### config.mk
export PLATFORM = sky130hd
export DESIGN_NAME = sram_arbiter_flat
export DESIGN_NICKNAME = d
export VERILOG_FILES = /design/src/rtl/sram_arbiter_if.sv /design/src/rtl/sram_arbiter.sv /design/src/flat_wrapper.sv
export SDC_FILE = /design/constraint.sdc
export NUM_CORES = 1
export LEC_CHECK = 0
export BUFFER_PORTS_ARGS = -buffer_cell sky130_fd_sc_hd__buf_2
export CORE_MARGIN = 2
export CORE_UTILIZATION = 40
export DETAILED_ROUTE_END_ITERATION = 8
export PLACE_DENSITY = 0.73
export SLEW_MARGIN = 20
export SYNTH_ARGS = -nofsm -noshare
export SYNTH_HDL_FRONTEND = slang
export SYNTH_SLANG_ARGS = --single-unit
### constraint.sdc
create_clock -name clk -period 3.45 [get_ports clk]
set_input_delay 0.345 -clock clk [delete_from_list [all_inputs] [get_ports clk]]
set_output_delay 0.345 -clock clk [all_outputs]
set_load 0.02 [all_outputs]
### src/rtl/sram_arbiter_if.sv
// CPU-side and SRAM-side signal bundle for sram_arbiter.
// The arbiter uses the slave modport; the CPU/SRAM environment uses master.
interface sram_arbiter_if;
    logic        iread_ce;
    logic [31:0] iram_addr;
    logic [31:0] ram_inst;
    logic        irom_fin;

    logic        dread_ce;
    logic [31:0] dram_read_addr;
    logic        dwrite_ce;
    logic [31:0] dram_write_addr;
    logic [31:0] wdata;
    logic [3:0]  dbe;
    logic [31:0] ram_rdata;
    logic        stall_mem;

    logic [19:0] sram_addr;
    logic [31:0] sram_wdata;
    logic [31:0] sram_rdata;
    logic        sram_ce_n;
    logic        sram_oe_n;
    logic        sram_we_n;
    logic [3:0]  sram_be_n;

    modport slave (
        input  iread_ce, iram_addr, dread_ce, dram_read_addr, dwrite_ce,
               dram_write_addr, wdata, dbe, sram_rdata,
        output ram_inst, irom_fin, ram_rdata, stall_mem, sram_addr, sram_wdata,
               sram_ce_n, sram_oe_n, sram_we_n, sram_be_n
    );

    modport master (
        output iread_ce, iram_addr, dread_ce, dram_read_addr, dwrite_ce,
               dram_write_addr, wdata, dbe, sram_rdata,
        input  ram_inst, irom_fin, ram_rdata, stall_mem, sram_addr, sram_wdata,
               sram_ce_n, sram_oe_n, sram_we_n, sram_be_n
    );
endinterface

### src/rtl/sram_arbiter.sv
// Single-port SRAM arbiter sharing one async SRAM between CPU fetch and load/store.
// Define SRAM_TURNAROUND_EN to insert a bus-turnaround idle cycle after every write.
module sram_arbiter #(
    parameter int WAIT_CYCLES = 2
) (
    input  logic          clk,
    input  logic          rst,
    sram_arbiter_if.slave bus
);

    typedef enum logic [1:0] {IDLE, DATA_RD, DATA_WR, INST_RD} state_t;

    localparam logic [3:0] CNT_LOAD = 4'(WAIT_CYCLES - 1);

    state_t     state;
    logic [3:0] cnt;
    logic       d_done;
    logic       data_req;
    logic       bus_free;

`ifdef SRAM_TURNAROUND_EN
    // Counts down through the d_done cycle and the extra turnaround cycle.
    logic [1:0] ta_cnt;
    assign bus_free = (ta_cnt == 2'd0);
`else
    assign bus_free = 1'b1;
`endif

    assign data_req = bus.dread_ce | bus.dwrite_ce;

    assign bus.stall_mem = ((state == IDLE) && data_req && !d_done)
                         || (state == DATA_RD) || (state == DATA_WR)
                         || ((state == INST_RD) && data_req);

    // Only word-address bits reach the SRAM.
    logic unused_addr_bits;
    assign unused_addr_bits = ^{bus.iram_addr[31:22], bus.iram_addr[1:0],
                                bus.dram_read_addr[31:22], bus.dram_read_addr[1:0],
                                bus.dram_write_addr[31:22], bus.dram_write_addr[1:0]};

    always_ff @(posedge clk) begin
        if (rst) begin
            state          <= IDLE;
            cnt            <= 4'd0;
            d_done         <= 1'b0;
            bus.ram_inst   <= 32'd0;
            bus.ram_rdata  <= 32'd0;
            bus.irom_fin   <= 1'b0;
            bus.sram_addr  <= 20'd0;
            bus.sram_wdata <= 32'd0;
            bus.sram_ce_n  <= 1'b1;
            bus.sram_oe_n  <= 1'b1;
            bus.sram_we_n  <= 1'b1;
            bus.sram_be_n  <= 4'hF;
`ifdef SRAM_TURNAROUND_EN
            ta_cnt         <= 2'd0;
`endif
        end else begin
            d_done       <= 1'b0;
            bus.irom_fin <= 1'b0;
`ifdef SRAM_TURNAROUND_EN
            if (ta_cnt != 2'd0) begin
                ta_cnt <= ta_cnt - 2'd1;
            end
`endif
            case (state)
                IDLE: begin
                    if (bus_free) begin
                        // A data request that just completed is not re-issued while d_done is set.
                        if (!d_done && bus.dwrite_ce) begin
                            state          <= DATA_WR;
                            cnt            <= CNT_LOAD;
                            bus.sram_addr  <= bus.dram_write_addr[21:2];
                            bus.sram_wdata <= bus.wdata;
                            bus.sram_ce_n  <= 1'b0;
                            bus.sram_oe_n  <= 1'b1;
                            bus.sram_we_n  <= 1'b0;
                            bus.sram_be_n  <= ~bus.dbe;
                        end else if (!d_done && bus.dread_ce) begin
                            state         <= DATA_RD;
                            cnt           <= CNT_LOAD;
                            bus.sram_addr <= bus.dram_read_addr[21:2];
                            bus.sram_ce_n <= 1'b0;
                            bus.sram_oe_n <= 1'b0;
                            bus.sram_we_n <= 1'b1;
                            bus.sram_be_n <= 4'h0;
                        end else if (bus.iread_ce) begin
                            state         <= INST_RD;
                            cnt           <= CNT_LOAD;
                            bus.sram_addr <= bus.iram_addr[21:2];
                            bus.sram_ce_n <= 1'b0;
                            bus.sram_oe_n <= 1'b0;
                            bus.sram_we_n <= 1'b1;
                            bus.sram_be_n <= 4'h0;
                        end
                    end
                end
                default: begin
                    if (cnt == 4'd0) begin
                        state         <= IDLE;
                        bus.sram_ce_n <= 1'b1;
                        bus.sram_oe_n <= 1'b1;
                        bus.sram_we_n <= 1'b1;
                        bus.sram_be_n <= 4'hF;
                        if (state == DATA_RD) begin
                            bus.ram_rdata <= bus.sram_rdata;
                            d_done        <= 1'b1;
                        end else if (state == DATA_WR) begin
                            d_done <= 1'b1;
`ifdef SRAM_TURNAROUND_EN
                            ta_cnt <= 2'd2;
`endif
                        end else begin
                            bus.ram_inst <= bus.sram_rdata;
                            bus.irom_fin <= 1'b1;
                        end
                    end else begin
                        cnt <= cnt - 4'd1;
                        // Release write-enable for the last cycle so data holds past the WE rising edge.
                        if ((state == DATA_WR) && (cnt == 4'd1)) begin
                            bus.sram_we_n <= 1'b1;
                        end
                    end
                end
            endcase
        end
    end

endmodule

### src/flat_wrapper.sv
// flat-port wrapper written by rule: the top's interface ports become plain ports
module sram_arbiter_flat 
#(
    parameter int WAIT_CYCLES = 2
)
  (clk, rst, bus_iread_ce, bus_iram_addr, bus_dread_ce, bus_dram_read_addr, bus_dwrite_ce, bus_dram_write_addr, bus_wdata, bus_dbe, bus_sram_rdata, bus_ram_inst, bus_irom_fin, bus_ram_rdata, bus_stall_mem, bus_sram_addr, bus_sram_wdata, bus_sram_ce_n, bus_sram_oe_n, bus_sram_we_n, bus_sram_be_n);
  sram_arbiter_if bus_i ();
  input  logic clk;
  input  logic rst;
  input wire logic [$bits(bus_i.iread_ce)-1:0] bus_iread_ce;
  input wire logic [$bits(bus_i.iram_addr)-1:0] bus_iram_addr;
  input wire logic [$bits(bus_i.dread_ce)-1:0] bus_dread_ce;
  input wire logic [$bits(bus_i.dram_read_addr)-1:0] bus_dram_read_addr;
  input wire logic [$bits(bus_i.dwrite_ce)-1:0] bus_dwrite_ce;
  input wire logic [$bits(bus_i.dram_write_addr)-1:0] bus_dram_write_addr;
  input wire logic [$bits(bus_i.wdata)-1:0] bus_wdata;
  input wire logic [$bits(bus_i.dbe)-1:0] bus_dbe;
  input wire logic [$bits(bus_i.sram_rdata)-1:0] bus_sram_rdata;
  output wire logic [$bits(bus_i.ram_inst)-1:0] bus_ram_inst;
  output wire logic [$bits(bus_i.irom_fin)-1:0] bus_irom_fin;
  output wire logic [$bits(bus_i.ram_rdata)-1:0] bus_ram_rdata;
  output wire logic [$bits(bus_i.stall_mem)-1:0] bus_stall_mem;
  output wire logic [$bits(bus_i.sram_addr)-1:0] bus_sram_addr;
  output wire logic [$bits(bus_i.sram_wdata)-1:0] bus_sram_wdata;
  output wire logic [$bits(bus_i.sram_ce_n)-1:0] bus_sram_ce_n;
  output wire logic [$bits(bus_i.sram_oe_n)-1:0] bus_sram_oe_n;
  output wire logic [$bits(bus_i.sram_we_n)-1:0] bus_sram_we_n;
  output wire logic [$bits(bus_i.sram_be_n)-1:0] bus_sram_be_n;
  assign bus_i.iread_ce = bus_iread_ce;
  assign bus_i.iram_addr = bus_iram_addr;
  assign bus_i.dread_ce = bus_dread_ce;
  assign bus_i.dram_read_addr = bus_dram_read_addr;
  assign bus_i.dwrite_ce = bus_dwrite_ce;
  assign bus_i.dram_write_addr = bus_dram_write_addr;
  assign bus_i.wdata = bus_wdata;
  assign bus_i.dbe = bus_dbe;
  assign bus_i.sram_rdata = bus_sram_rdata;
  assign bus_ram_inst = bus_i.ram_inst;
  assign bus_irom_fin = bus_i.irom_fin;
  assign bus_ram_rdata = bus_i.ram_rdata;
  assign bus_stall_mem = bus_i.stall_mem;
  assign bus_sram_addr = bus_i.sram_addr;
  assign bus_sram_wdata = bus_i.sram_wdata;
  assign bus_sram_ce_n = bus_i.sram_ce_n;
  assign bus_sram_oe_n = bus_i.sram_oe_n;
  assign bus_sram_we_n = bus_i.sram_we_n;
  assign bus_sram_be_n = bus_i.sram_be_n;
  sram_arbiter #(.WAIT_CYCLES(WAIT_CYCLES)) u_core (.clk(clk), .rst(rst), .bus(bus_i));
endmodule
== After elaboration in Yosys (flattened, before gate mapping) ==
Cells that the tools add are included.

* ROM bits: 0
* Register bits after elaboration: 131
* Input port bits: 169
* RAM bits: 0
* Memories kept: 0
* Bits in latches: 0
* Output and inout port bits: 125

* Add/subtract/negate cells: 1
* Shifts and indexed selects: 0
* Bitwise logic cells: 6
* Equal/unequal tests: 6
* Multipliers: 0
* Div/mod/pow operators: 0
* Reduce and logical (&&, ||, !) cells: 24
* Multiplexer cells: 34
* Order comparisons: 0

{| class="wikitable"
|+ Operator list
! cell !! number
|-
| 20-bit 2-to-1 mux || 3
|-
| 4-bit 2-to-1 mux || 10
|-
| 1-bit 2-to-1 mux || 16
|-
| 2-bit 2-to-1 mux || 5
|-
| 2-bit AND reduction || 5
|-
| 1-bit logical AND || 6
|-
| 3-bit nonzero test || 2
|-
| 2-bit == test (second input constant) || 2
|-
| 4-bit by 1-bit == test with 1-bit output (second input constant) || 1
|-
| 4-bit logical NOT || 1
|-
| 4-bit != test (second input constant) || 1
|-
| 1-bit inverter || 4
|-
| 4-bit inverter || 1
|-
| 4-bit AND reduction || 1
|-
| 4-bit OR reduction || 1
|-
| 4-bit by 1-bit subtractor with 4-bit output (second input constant) || 1
|-
| 1-bit logical OR || 3
|-
| 3-bit AND reduction || 1
|-
| 3-bit OR reduction || 1
|-
| 2-bit by 1-bit == test with 1-bit output (second input constant) || 1
|-
| 2-bit logical NOT || 1
|-
| 2-bit by 1-bit != test with 1-bit output (second input constant) || 1
|-
| 2-bit nonzero test || 1
|-
| 1-bit logical NOT || 1
|-
| 1-bit bitwise OR || 1
|}

== Depth between registers and ports, before layout ==
* Word-level depth: 6
* Gate-level depth with buffers: 8

== Worst setup path after synthesis ==
OpenSTA, ideal clock, no wires.

* Path type: reg-to-reg
* Start: reg u_core.state[0]
* End: reg u_core.bus.ram_inst[15]
* Arrival time: 1.736 ns
* Setup time: 0.132 ns
* Cell stages (with the launch flop): 9
* Clock period less this slack: 1.868 ns
* Buffers on the path: 2
* Path slack: 1.582 ns
* Required time: 3.318 ns
* Path through: dfxtp_1 -> inv_1 -> ha_1 -> or4b_4 -> or2_1 -> buf_2 -> buf_6 -> nand2_1 -> a21oi_1

* Word-level cells in the longest chain between the ends: 3
* Elaborated cells on any way between the ends: 7

{| class="wikitable"
|+ RTL lines
! element !! line !! text
|-
| from (decl) || sram_arbiter.sv:15 || <nowiki>state_t state;</nowiki>
|-
| from (signal assigned) || sram_arbiter.sv:43 || <nowiki>state <= IDLE;</nowiki>
|-
| from (signal assigned) || sram_arbiter.sv:71 || <nowiki>state <= DATA_WR;</nowiki>
|-
| from (signal assigned) || sram_arbiter.sv:80 || <nowiki>state <= DATA_RD;</nowiki>
|-
| 2-bit by 1-bit == test with 1-bit output, or another cell as far along || sram_arbiter.sv:105 || <nowiki>if (state == DATA_RD) begin</nowiki>
|-
| 1-bit inverter (no line) || -- ||
|-
| 4-bit AND reduction (no line) (*) || -- ||
|-
| to (signal assigned) || sram_arbiter.sv:114 || <nowiki>bus.ram_inst <= bus.sram_rdata;</nowiki>
|-
| to (decl) || sram_arbiter_if.sv:29 || <nowiki>output ram_inst, irom_fin, ram_rdata, stall_mem, sram_addr, sram_wdata,</nowiki>
|}

Every way passes the cells marked *; elsewhere a longest branch is shown, timed or not.
A chain may end at the register's enable or synchronous reset.

== Final worst setup path ==
* Start: reg u_core.d_done
* End: reg u_core.bus.sram_addr[2]

* Word-level cells in the longest chain between the ends: 4
* Elaborated cells on any way between the ends: 7

{| class="wikitable"
|+ RTL lines
! element !! line !! text
|-
| from (decl) || sram_arbiter.sv:17 || <nowiki>logic d_done;</nowiki>
|-
| from (signal assigned) || sram_arbiter.sv:45 || <nowiki>d_done <= 1'b0;</nowiki>
|-
| from (signal assigned) || sram_arbiter.sv:59 || <nowiki>d_done <= 1'b0;</nowiki>
|-
| from (signal assigned) || sram_arbiter.sv:107 || <nowiki>d_done <= 1'b1;</nowiki>
|-
| 1-bit logical NOT (*) || sram_arbiter.sv:70, sram_arbiter.sv:79 ||
|-
| 1-bit logical AND (on tied branches) || sram_arbiter.sv:79, sram_arbiter.sv:70 ||
|-
| 3-bit nonzero test (no line) / 20-bit 2-to-1 mux (equally long branches) || -- ||
|-
| 2-bit AND reduction (no line) / 20-bit 2-to-1 mux (equally long branches) || -- ||
|-
| to (signal assigned) || sram_arbiter.sv:73 || <nowiki>bus.sram_addr <= bus.dram_write_addr[21:2];</nowiki>
|-
| to (signal assigned) || sram_arbiter.sv:82 || <nowiki>bus.sram_addr <= bus.dram_read_addr[21:2];</nowiki>
|-
| to (signal assigned) || sram_arbiter.sv:90 || <nowiki>bus.sram_addr <= bus.iram_addr[21:2];</nowiki>
|-
| to (decl) || sram_arbiter_if.sv:29 ||
|}

Marked as above.

==> impl_metrics.env <==
export IMPL_status="finished clean"
export IMPL_drive_above_1_share_pct=34.25
export IMPL_slew_headroom_pct=31.41
export IMPL_path_clk_slew_ps=50
export IMPL_met3_usage_pct=8.044
export IMPL_seq_area_frac_synth_pct=51.77
export IMPL_cts_buffers=17
export IMPL_grt_pass1_vias=4638
export IMPL_p_per_area_nw_per_um2=877.7
export IMPL_p_switching_mw=2.350
export IMPL_drt_wl_total_mm=14.32
export IMPL_use_met2_pct=34.53
export IMPL_holdWs_ps=146.9
export IMPL_synthSimpleGateAreaFrac_pct=19.24
export IMPL_gp_congestion=0.7884
export IMPL_cts_buffer_depth=2
export IMPL_die_h_um=116.5
export IMPL_setup_tns_final_ps=0
export IMPL_coreArea_um2=12520
export IMPL_p_comb_share_pct=37.3
export IMPL_post_route_cell_area_um2=6997
export IMPL_portBuffers=257
export IMPL_cp_top_family="flip-flops"
export IMPL_cts_tree="done"
export IMPL_drt_first_pass_iters=4
export IMPL_synthCells=621
export IMPL_cp_start_kind="flop"
export IMPL_wl_per_cell_um=13.74
export IMPL_hold_buffers=0
export IMPL_internal_power_mw=3.792
export IMPL_slowest_delay_ps=990
export IMPL_cts_resized=0
export IMPL_dieWidth_um=116.5
export IMPL_syn_cell_area_um2=5066
export IMPL_yosysWarnings=0
export IMPL_synth_most_common_cell="nand2_1"
export IMPL_dr_first_iter_drc_count=297
export IMPL_hold_viol_final=0
export IMPL_pwr_share_clk_pct=28.1
export IMPL_start_util_pct=40.47
export IMPL_ys_types=34
export IMPL_final_max_slew_viol_count=0
export IMPL_busiest_layer="met2"
export IMPL_synth_top_family_by_area="compound AO/OA/AOI/OAI gates"
export IMPL_synth_avg_cell_area_um2=8.158
export IMPL_maxCapViolations=0
export IMPL_synthAdderAreaFrac_pct=1.976
export IMPL_dieArea_um2=13580
export IMPL_critPathMaxFanout=26
export IMPL_synth_xor_area_share_pct=0.1729
export IMPL_skew_ps=9.770
export IMPL_max_freq_ghz=0.3996
export IMPL_power_leakage_nw=3.163
export IMPL_insertion_delay_ps=410
export IMPL_synthFlopType="dfxtp_1"
export IMPL_critPathSlowestCell="dfxtp_1"
export IMPL_rows=41
export IMPL_seqPwrFrac_pct=34.7
export IMPL_crit_path_cell_trace="nor2b_1, buf_4, a32o_1, a221oi_1, o21ai_0"
export IMPL_syn_nets=798
export IMPL_grt_max_degree=67
export IMPL_grt_setup_unrepaired="false"
export IMPL_synth_common_cells="224 x nand2_1, 131 x dfxtp_1, 104 x a21oi_1"
export IMPL_htreeDepth=4
export IMPL_synth_area_mux_share_pct=0.1976
export IMPL_synthTopCellsByArea="dfxtp_1 52%, nand2_1 17%, a21oi_1 10%"
export IMPL_cts_sinks=131
export IMPL_synth_async_reset_ratio_pct=0
export IMPL_viasPerCell=4.885
export IMPL_hold_class="in2reg"
export IMPL_synth_top_area_share_pct=51.77
export IMPL_period_share_pct=72.54
export IMPL_synth_edf_count=0
export IMPL_met1_usage_pct=23.88
export IMPL_place_area_um2=6432
export IMPL_drc=0
export IMPL_crit_buf_inv=1
export IMPL_critical_path_required_ps=3730
export IMPL_ys_ff_latch=131
export IMPL_crit_path_end_kind="flop"
export IMPL_grt_usage_pct=20.57
export IMPL_io_pin_count=294
export IMPL_place_ws_ps=1015
export IMPL_vdd_ir_drop_max_mv=0.4748
export IMPL_num_vias=5090
export IMPL_setup_viol_count_final=0
export IMPL_antenna_found_initial=0
export IMPL_tightest_slew_ps=1027
export IMPL_criticalPathCategory="reg2reg"
export IMPL_syn2layout_area_growth_pct=38.11
export IMPL_worst_slack_ps=947.2
export IMPL_grt_overflow_total=0
export IMPL_grt_pass1_wl_mm=21.97
export IMPL_switching_share_pct=38.26
export IMPL_cts_root_buffer="clkbuf_16"
export IMPL_period_minus_slack_ps=2503
export IMPL_synth_compound_area_share_pct=21.83
export IMPL_arrival_ps=2780
export IMPL_postCtsSetupBuffers=0
export IMPL_final_nets=1035
export IMPL_detail_route_antenna_nets=0
export IMPL_diodes=0
export IMPL_synth_area_leader_cell="dfxtp_1"
export IMPL_dp_hpwl_mm=9.676
==> stage by stage <==
| step | power [mW] | cells | util (%) |
|---|---|---|---|
| 5_1_grt | 6.541 | 1042 | 55.90 |
| 3_3_place_gp | 4.436 | 1011 | 51.39 |
| 4_1_cts | 6.210 | 1042 | 55.90 |
| 3_5_place_dp | 4.477 | 1011 | 51.39 |
| 2_1_floorplan | 3.735 | 621 | - |
| 6_report | 6.141 | 1042 | 55.90 |
==> path summary, 6_finish.rpt <==
| path | to | cells after the start | slack (ps) | startpoint |
|---|---|---|---|---|
| min | u_core.bus.sram_be_n[1]$_SDFFE_PP1P_ | 2 | 150 | bus_dbe[1] |
| max | u_core.bus.sram_addr[2]$_SDFFE_PP0P_ | 5 | 950 | u_core.d_done$_SDFF_PP0_ |
| max reg2reg | u_core.bus.sram_addr[2]$_SDFFE_PP0P_ | 5 | 950 | u_core.d_done$_SDFF_PP0_ |
| min reg2reg | u_core.bus.sram_addr[1]$_SDFFE_PP0P_ | 2 | 440 | u_core.bus.sram_addr[1]$_SDFFE_PP0P_ |
==> registers in the layout, indices dropped and copies added (netlist names), 2 cells and up <==
name / cells
u_core.bus.ram_inst: 32
u_core.bus.ram_rdata: 32
u_core.bus.sram_wdata: 32
u_core.bus.sram_addr: 20
u_core.bus.sram_be_n: 4
u_core.cnt: 4
u_core.state: 2
==> cell usage in the layout (no fill, tap or decap), drive strengths merged, types with 2 or more instances in the layout <==
cell	synthesis	routed
a21oi	104	104
a221oi	20	20
a32o	20	20
and2	2	2
buf	13	267
bufinv	0	2
clkbuf	36	26
clkinv	0	3
dfxtp	131	131
ha	8	8
inv	7	7
nand2	224	224
nand2b	2	2
nor2	4	4
nor2b	2	2
nor3	4	4
nor3b	2	2
nor4	2	2
o211ai	5	5
o21ai	23	23
or2	2	2
==> logic make-up after synthesis <==
kind of cell,Yosys count
flops,131
fa+ha+maj,8
xor+xnor,1
simple gates,245
mux,1
compound gates,179
buf+inv,56
==> power by group through the flow <==
| stage | Clock, mW | Sequential [mW] | Combinational (mW) |
|---|---|---|---|
| global placement | 0 | 2.14 | 2.30 |
| finish | 1.72 | 2.13 | 2.29 |
| CTS | 1.76 | 2.13 | 2.32 |
| global route | 1.83 | 2.18 | 2.54 |
| detailed placement | 0 | 2.16 | 2.32 |
| floorplan | 0 | 2.59 | 1.15 |
==> final cells by class <==
class	count	area, µm²
clock buffer	26	489.2
clock inverter	5	75.07
fill	1257	5520
inverter	7	26.28
multi-input combinational	434	2205
sequential	131	2623
tap	172	215.2
timing repair buffer	267	1364
==> routing by layer <==
metal  vias to the layer above  share of wire (%)
met3                        20                7.8
met1                      2313                 43
met2                       170                 48
met4                         0                1.8
li1                       2587                  -
met5                         -                  0
(Power assumes the default switching activity.)
